**config.mk**
```make
export PLATFORM = sky130hd
export DESIGN_NAME = vga_sync_decoder
export DESIGN_NICKNAME = d
export VERILOG_FILES = /design/src/rtl/vga_sync_decoder.sv
export SDC_FILE = /design/constraint.sdc
export NUM_CORES = 1
export LEC_CHECK = 0
export ABC_AREA = 1
export CORE_MARGIN = 2
export CORE_UTILIZATION = 51
export DETAILED_ROUTE_END_ITERATION = 10
export MAX_ROUTING_LAYER = met4
export PLACE_DENSITY = 0.8
export SETUP_SLACK_MARGIN = 0.05
export SLEW_MARGIN = 10
export SYNTH_ARGS = -nofsm -noshare
export SYNTH_HDL_FRONTEND = slang
export SYNTH_SLANG_ARGS = --single-unit
export TNS_END_PERCENT = 20
```
**constraint.sdc**
```tcl
create_clock -name clk -period 2.1 [get_ports clk]
set_input_delay 0.21 -clock clk [delete_from_list [all_inputs] [get_ports clk]]
set_output_delay 0.21 -clock clk [all_outputs]
set_load 0.02 [all_outputs]
```
**src/rtl/vga_sync_decoder.sv**
```systemverilog
// rtl/vga_sync_decoder.sv - receive-side VGA sync decoder
// Recovers pixel/line counters from active-low syncs, measures timing and tracks lock.
module vga_sync_decoder #(
   parameter int CW    = 10,
   parameter int MIN_X = 64,
   parameter int MIN_Y = 16,
   parameter int ACT_W = 640,
   parameter int ACT_H = 480
) (
   input  logic          clk,
   input  logic          rst,
   input  logic          pixel_en,
   input  logic          vga_h_sync,
   input  logic          vga_v_sync,
   output logic [CW-1:0] CounterX,
   output logic [CW-1:0] CounterY,
   output logic          inDisplayArea,
   output logic [CW-1:0] line_len,
   output logic [CW-1:0] frame_lines,
   output logic          locked,
   output logic          sync_err
);
   typedef enum logic [1:0] {SEARCH, ACQUIRE, LOCKED} state_t;

   localparam logic [CW-1:0] CNT_MAX = '1;
   localparam logic [CW:0]   ONE     = (CW+1)'(1);
   localparam logic [CW:0]   X_LO    = (CW+1)'(MIN_X);
   localparam logic [CW:0]   X_HI    = (CW+1)'(MIN_X + ACT_W - 1);
   localparam logic [CW:0]   Y_LO    = (CW+1)'(MIN_Y);
   localparam logic [CW:0]   Y_HI    = (CW+1)'(MIN_Y + ACT_H - 1);

   logic          hs_meta_q, hs_meta_d, hs_s_q, hs_s_d;
   logic          vs_meta_q, vs_meta_d, vs_s_q, vs_s_d;
   logic          hs_prev_q, hs_prev_d;
   logic [CW-1:0] cx_q, cx_d, cy_q, cy_d;
   logic [CW-1:0] line_len_q, line_len_d, frame_lines_q, frame_lines_d;
   logic [CW:0]   ref_len_q, ref_len_d, ref_lines_q, ref_lines_d;
   logic          frame_ok_q, frame_ok_d;
   logic          locked_q, locked_d, sync_err_q, sync_err_d;
   state_t        state_q, state_d;

   logic          h_edge, frame_start, timeout;
   logic [CW:0]   x_inc, y_inc;
   logic [CW-1:0] x_next, y_next;

   always_comb begin
      hs_meta_d     = vga_h_sync;
      hs_s_d        = hs_meta_q;
      vs_meta_d     = vga_v_sync;
      vs_s_d        = vs_meta_q;
      hs_prev_d     = hs_prev_q;
      cx_d          = cx_q;
      cy_d          = cy_q;
      line_len_d    = line_len_q;
      frame_lines_d = frame_lines_q;
      state_d       = state_q;
      ref_len_d     = ref_len_q;
      ref_lines_d   = ref_lines_q;
      frame_ok_d    = frame_ok_q;

      h_edge      = pixel_en & hs_prev_q & ~hs_s_q;
      frame_start = h_edge & ~vs_s_q;
      timeout     = pixel_en & ~h_edge & (cx_q == CNT_MAX - 1'b1);
      // Increments are one bit wider so an all-ones count never wraps to 0
      x_inc  = {1'b0, cx_q} + ONE;
      y_inc  = {1'b0, cy_q} + ONE;
      x_next = x_inc[CW] ? CNT_MAX : x_inc[CW-1:0];
      y_next = y_inc[CW] ? CNT_MAX : y_inc[CW-1:0];

      if (pixel_en) begin
         hs_prev_d = hs_s_q;
         if (h_edge) begin
            line_len_d = x_next;
            cx_d       = '0;
            if (frame_start) begin
               frame_lines_d = y_next;
               cy_d          = '0;
            end else begin
               cy_d = y_next;
            end
         end else begin
            cx_d = x_next;
         end

         case (state_q)
            SEARCH: begin
               if (frame_start) begin
                  state_d    = ACQUIRE;
                  ref_len_d  = '0;
                  frame_ok_d = 1'b1;
               end
            end
            ACQUIRE: begin
               if (timeout) begin
                  state_d = SEARCH;
               end else if (frame_start) begin
                  if (frame_ok_q && (ref_len_q != '0) && (x_inc == ref_len_q)) begin
                     state_d     = LOCKED;
                     ref_lines_d = y_inc;
                  end else begin
                     ref_len_d  = '0;
                     frame_ok_d = 1'b1;
                  end
               end else if (h_edge) begin
                  if (ref_len_q == '0) begin
                     ref_len_d = x_inc;
                  end else if (x_inc != ref_len_q) begin
                     frame_ok_d = 1'b0;
                  end
               end
            end
            LOCKED: begin
               if (timeout || (h_edge && (x_inc != ref_len_q)) ||
                   (frame_start && (y_inc != ref_lines_q))) begin
                  state_d = SEARCH;
               end
            end
            default: state_d = SEARCH;
         endcase
      end

      // One pulse per loss of lock, however many causes coincide
      sync_err_d = (state_q != SEARCH) && (state_d == SEARCH);
      locked_d   = (state_d == LOCKED);
   end

   always_ff @(posedge clk) begin
      if (rst) begin
         hs_meta_q     <= 1'b1;
         hs_s_q        <= 1'b1;
         vs_meta_q     <= 1'b1;
         vs_s_q        <= 1'b1;
         hs_prev_q     <= 1'b1;
         cx_q          <= '0;
         cy_q          <= '0;
         line_len_q    <= '0;
         frame_lines_q <= '0;
         state_q       <= SEARCH;
         ref_len_q     <= '0;
         ref_lines_q   <= '0;
         frame_ok_q    <= 1'b0;
         locked_q      <= 1'b0;
         sync_err_q    <= 1'b0;
      end else begin
         hs_meta_q     <= hs_meta_d;
         hs_s_q        <= hs_s_d;
         vs_meta_q     <= vs_meta_d;
         vs_s_q        <= vs_s_d;
         hs_prev_q     <= hs_prev_d;
         cx_q          <= cx_d;
         cy_q          <= cy_d;
         line_len_q    <= line_len_d;
         frame_lines_q <= frame_lines_d;
         state_q       <= state_d;
         ref_len_q     <= ref_len_d;
         ref_lines_q   <= ref_lines_d;
         frame_ok_q    <= frame_ok_d;
         locked_q      <= locked_d;
         sync_err_q    <= sync_err_d;
      end
   end

   assign CounterX      = cx_q;
   assign CounterY      = cy_q;
   assign line_len      = line_len_q;
   assign frame_lines   = frame_lines_q;
   assign locked        = locked_q;
   assign sync_err      = sync_err_q;
   assign inDisplayArea = locked_q &
                          ({1'b0, cx_q} >= X_LO) & ({1'b0, cx_q} <= X_HI) &
                          ({1'b0, cy_q} >= Y_LO) & ({1'b0, cy_q} <= Y_HI);
endmodule

```
==> impl_results.html <==
<table>
<tr><th>Metric</th><th>Value</th></tr>
<tr><th colspan="2">Power and ir drop</th></tr>
<tr><td>Clock power frac</td><td>0.413</td></tr>
<tr><td>Logic pwr share</td><td>0.077</td></tr>
<tr><td>Cell leakage power</td><td>~2.6 nW</td></tr>
<tr><td>Switch share</td><td>0.259</td></tr>
<tr><td>Power density relative to cell area</td><td>about 500 mW/mm2</td></tr>
<tr><td>Portion of total power attributed to sequential cells</td><td>0.510</td></tr>
<tr><td>Internal cell power</td><td>0.00202 W</td></tr>
<tr><td>Worst supply voltage drop on vdd</td><td>between 0.5 and 0.6 mV</td></tr>
<tr><td>Switching power of the nets</td><td>0.000708 W</td></tr>
<tr><th colspan="2">Worst hold path</th></tr>
<tr><td>Path class of the lowest-slack min-delay path</td><td>in2reg</td></tr>
<tr><th colspan="2">CTS</th></tr>
<tr><td>Clock-pin transition on the worst setup and hold timing paths</td><td>0.08 ns</td></tr>
<tr><td>Insertion delay to the later sink of the worst-skew pair</td><td>roughly 0.37 ns</td></tr>
<tr><td>Number of buffers added by the clock tree synthesis step</td><td>9</td></tr>
<tr><td>Largest buffer count on any clock path</td><td>2</td></tr>
<tr><td>TritonCTS clock tree</td><td>built</td></tr>
<tr><td>Number of sinks on the clock net</td><td>a little over 70</td></tr>
<tr><td>H-tree levels</td><td>3</td></tr>
<tr><td>Root buffer cell</td><td>sky130_fd_sc_hd__clkbuf_8</td></tr>
<tr><th colspan="2">Critical path</th></tr>
<tr><td>Endpoint class of the critical path</td><td>flip-flop</td></tr>
<tr><td>Crit path max fanout</td><td>12</td></tr>
<tr><td>Startpoint-to-endpoint class of the critical path</td><td>reg2reg</td></tr>
<tr><td>Worst EP arrival</td><td>2.46 ns</td></tr>
<tr><td>Register-to-Register Setup Slack</td><td>-0.07 ns</td></tr>
<tr><td>Crit path launch type</td><td>flip-flop</td></tr>
<tr><td>Required time at the endpoint of the critical path</td><td>2.39 ns</td></tr>
<tr><th colspan="2">STA</th></tr>
<tr><td>Pins over their slew limit</td><td>0</td></tr>
<tr><td>Maximum achievable frequency</td><td>461 MHz</td></tr>
<tr><td>Transition at the pin with the smallest max-transition slack</td><td>0.375 ns</td></tr>
<tr><td>Fin worst setup slack</td><td>-0.0703 ns</td></tr>
<tr><td>Endpoints failing setup</td><td>21</td></tr>
<tr><td>RSZ-0062 raised after global routing</td><td>true</td></tr>
<tr><td>Layout Skew</td><td>0.0117 ns</td></tr>
<tr><td>Number of failing hold endpoints at the final stage</td><td>0</td></tr>
<tr><td>Portion of the clock cycle consumed by the worst path in the final layout</td><td>1.03</td></tr>
<tr><td>Fin crit period</td><td>roughly 2.2 ns</td></tr>
<tr><td>Slew margin rel.</td><td>0.747</td></tr>
<tr><th colspan="2">Floorplanning</th></tr>
<tr><td>Total Die Area</td><td>0.00866 mm2</td></tr>
<tr><td>Count of boundary I/O pins</td><td>48</td></tr>
<tr><td>Starting utilization of the core area</td><td>0.524</td></tr>
<tr><td>Core area</td><td>0.00773 mm2</td></tr>
<tr><td>Standard-cell row count</td><td>32</td></tr>
<tr><td>Height of the die</td><td>93.1 um</td></tr>
<tr><td>Die Wd</td><td>93.1 um</td></tr>
<tr><th colspan="2">Yosys</th></tr>
<tr><td>Yosys cell types</td><td>30</td></tr>
<tr><td>Sequential cell area fraction in the yosys report</td><td>0.356</td></tr>
<tr><td>Flops &amp; latches, synth</td><td>72</td></tr>
<tr><td>Post-synth ARST share</td><td>0</td></tr>
<tr><td>Synth Cell Area</td><td>slightly above 0.004 mm2</td></tr>
<tr><td>Post-synth EDFFs</td><td>0</td></tr>
<tr><td>Primary FF master, synth</td><td>sky130_fd_sc_hd__dfxtp_1</td></tr>
<tr><td>Syn Inst Count</td><td>around 650</td></tr>
<tr><td>Number of warnings reported in the yosys synthesis log</td><td>0</td></tr>
<tr><td>Avg Synthesized Cell Area</td><td>between 6 and 7 um2</td></tr>
<tr><td>Synthesized netlist net count</td><td>662</td></tr>
<tr><th colspan="2">Placement</th></tr>
<tr><td>Placed cell areas</td><td>0.00495 mm2</td></tr>
<tr><td>Final weighted congestion in routability-driven placement</td><td>approximately 0.96</td></tr>
<tr><td>Half-perimeter wire length after placement</td><td>8490 um</td></tr>
<tr><td>IO buf count</td><td>47</td></tr>
<tr><th colspan="2">Global route</th></tr>
<tr><td>Wire length of the first global-routing pass</td><td>20400 um</td></tr>
<tr><td>Via count of the first global-routing pass</td><td>4496</td></tr>
<tr><td>Global-route usage over all layers</td><td>0.304</td></tr>
<tr><td>Global route overflow</td><td>0</td></tr>
<tr><td>Initial antenna violation count</td><td>0</td></tr>
<tr><td>Largest net degree at the start of global routing</td><td>28</td></tr>
<tr><th colspan="2">Final layout</th></tr>
<tr><td>Post-route core utilization</td><td>0.707</td></tr>
<tr><td>Final net count</td><td>768</td></tr>
<tr><td>P&amp;R area growth vs syn</td><td>35.1%</td></tr>
<tr><td>Share of layout cells above drive strength 1</td><td>0.211</td></tr>
<tr><td>Diode count</td><td>0</td></tr>
<tr><td>Non-Filler Cell Area, Final</td><td>between 0.005 and 0.006 mm2</td></tr>
<tr><th colspan="2">Drt</th></tr>
<tr><td>DRT antenna net count</td><td>0</td></tr>
<tr><td>DRC violation count after routing</td><td>0</td></tr>
<tr><td>Via count normalized by instance count</td><td>5.31</td></tr>
<tr><td>DR iter-0 viols</td><td>297</td></tr>
<tr><td>WL/cell</td><td>13.9 um</td></tr>
<tr><td>Routed WL</td><td>12000 um</td></tr>
<tr><td>DRT Pass-1 Iters</td><td>5</td></tr>
<tr><td>Vias after detailed routing</td><td>4589</td></tr>
<tr><th colspan="2">Status</th></tr>
<tr><td>Outcome</td><td>finished with violations</td></tr>
<tr><td>Violated checks</td><td>negative setup slack</td></tr>
<tr><th colspan="2">Flow run</th></tr>
<tr><td>Max-cap viol count</td><td>0</td></tr>
</table>
cell usage after synthesis (all sizes together) (3+ instances only):
library cell / number / area (um2)
a21oi: 41 / 213
buf: 8 / 63.8
clkbuf: 14 / 52.6
dfxtp: 72 / 1440
ha: 5 / 62.6
inv: 96 / 360
nand2: 208 / 811
nand3: 55 / 285
nand3b: 3 / 22.5
nand4: 6 / 37.5
nor2: 88 / 375
o21ai: 38 / 190
or2: 5 / 31.3
power groups by stage:
stage               combinational (W)  clock (W)  sequential, W
finish                       0.000210    0.00113        0.00139
global route                 0.000229    0.00119        0.00139
CTS                          0.000208    0.00113        0.00139
detailed placement           0.000188          0        0.00142
global placement             0.000183          0        0.00142
floorplan                   0.0000881          0        0.00144
cell usage in the layout (no fill, tap or decap), types with 18 or more instances in the layout:
master,n
sky130_fd_sc_hd__dfxtp_1,69
sky130_fd_sc_hd__nand2_1,192
sky130_fd_sc_hd__o21ai_0,30
sky130_fd_sc_hd__buf_4,61
sky130_fd_sc_hd__clkdlybuf4s50_1,46
sky130_fd_sc_hd__nand3_2,18
sky130_fd_sc_hd__nand3_1,37
sky130_fd_sc_hd__a21oi_1,35
sky130_fd_sc_hd__inv_1,87
sky130_fd_sc_hd__nor2_1,73
flip-flops by register name (all words and copies together) (netlist names):
signal,cells
state_q,2
line_len,10
hs_s_q,1
hs_prev_q,1
ref_lines_q,11
vs_s_q,1
frame_lines,10
locked,1
sync_err,1
vs_meta_q,1
frame_ok_q,1
ref_len_q,11
hs_meta_q,1
CounterY,10
CounterX,10
per-stage QoR:
| step | TNS [ns] | total power, W | hold slack, ns | setup WS, ns | instances |
|---|---|---|---|---|---|
| 2_1_floorplan | 0 | 0.00152 | 0.314 | 0.0593 | 652 |
| 3_3_place_gp | -0.372 | 0.00160 | 0.393 | -0.0481 | 834 |
| 3_5_place_dp | -1.15 | 0.00161 | 0.400 | -0.159 | 834 |
| 4_1_cts | -0.0253 | 0.00273 | 0.398 | -0.0222 | 864 |
| 5_1_grt | -4.38 | 0.00281 | 0.416 | -0.235 | 865 |
| 6_report | -0.732 | 0.00273 | 0.404 | -0.0703 | 865 |
worst max-delay path, stage by stage, from the launching register on:
cell and delay (ns):
sky130_fd_sc_hd__dfxtp_4 0.39, sky130_fd_sc_hd__ha_4 0.15, sky130_fd_sc_hd__inv_4 0.04, sky130_fd_sc_hd__nor2_4 0.23
sky130_fd_sc_hd__buf_6 0.14, sky130_fd_sc_hd__nand3_2 0.08, sky130_fd_sc_hd__nand2_1 0.09, sky130_fd_sc_hd__nand2_1 0.07
sky130_fd_sc_hd__nand2_1 0.08, sky130_fd_sc_hd__nor2_2 0.05, sky130_fd_sc_hd__nand2_2 0.09, sky130_fd_sc_hd__nor2_4 0.05
sky130_fd_sc_hd__nand2_2 0.09, sky130_fd_sc_hd__nor2_4 0.05, sky130_fd_sc_hd__inv_4 0.12, sky130_fd_sc_hd__nand2_1 0.08
sky130_fd_sc_hd__nand2_1 0.08, sky130_fd_sc_hd__nand2_1 0.07, sky130_fd_sc_hd__nor2_2 0.13
repair_timing:
action                     in CTS  in global routing
buffers inserted               13                  1
hold buffers                    0                  0
gates cloned                    1                  0
pin swaps                      25                  4
setup endpoints to repair      27                 36
gates resized for setup        48                 14
layout make-up:
class	count	area (um2)
Fill cell	626	2260
Inverter	96	370
Clock inverter	6	67.6
Multi-Input combinational cell	463	2300
Timing Repair Buffer	116	1030
Clock buffer	10	128
Sequential cell	72	1450
Tap cell	102	128
routing by layer:
metal	part of all wire	global-route usage	vias to the layer above	routed length (um)
li1	-	-	2247	-
met2	0.47	0.492	184	5640
met5	0	-	-	0
met4	0.033	0.153	0	401
met3	0.068	0.0403	35	813
met1	0.43	0.374	2123	5160
final timing paths:
kind	startpoint	end	depth (start not counted)
max reg2reg	CounterX[0]	sync_err	18
min	vga_v_sync	vs_meta_q	2
min reg2reg	hs_meta_q	hs_s_q	1
max	CounterX[0]	sync_err	18
logic make-up after synthesis:
family	share of synthesized area
buffers and inverters	0.118
AND/OR/NAND/NOR	0.392
flip-flops	0.356
AO/OA/AOI/OAI	0.113
adder cells (fa/ha/maj)	0.0155
XOR/XNOR	0.00649
Note: power is estimated with default switching activity, not from simulation.
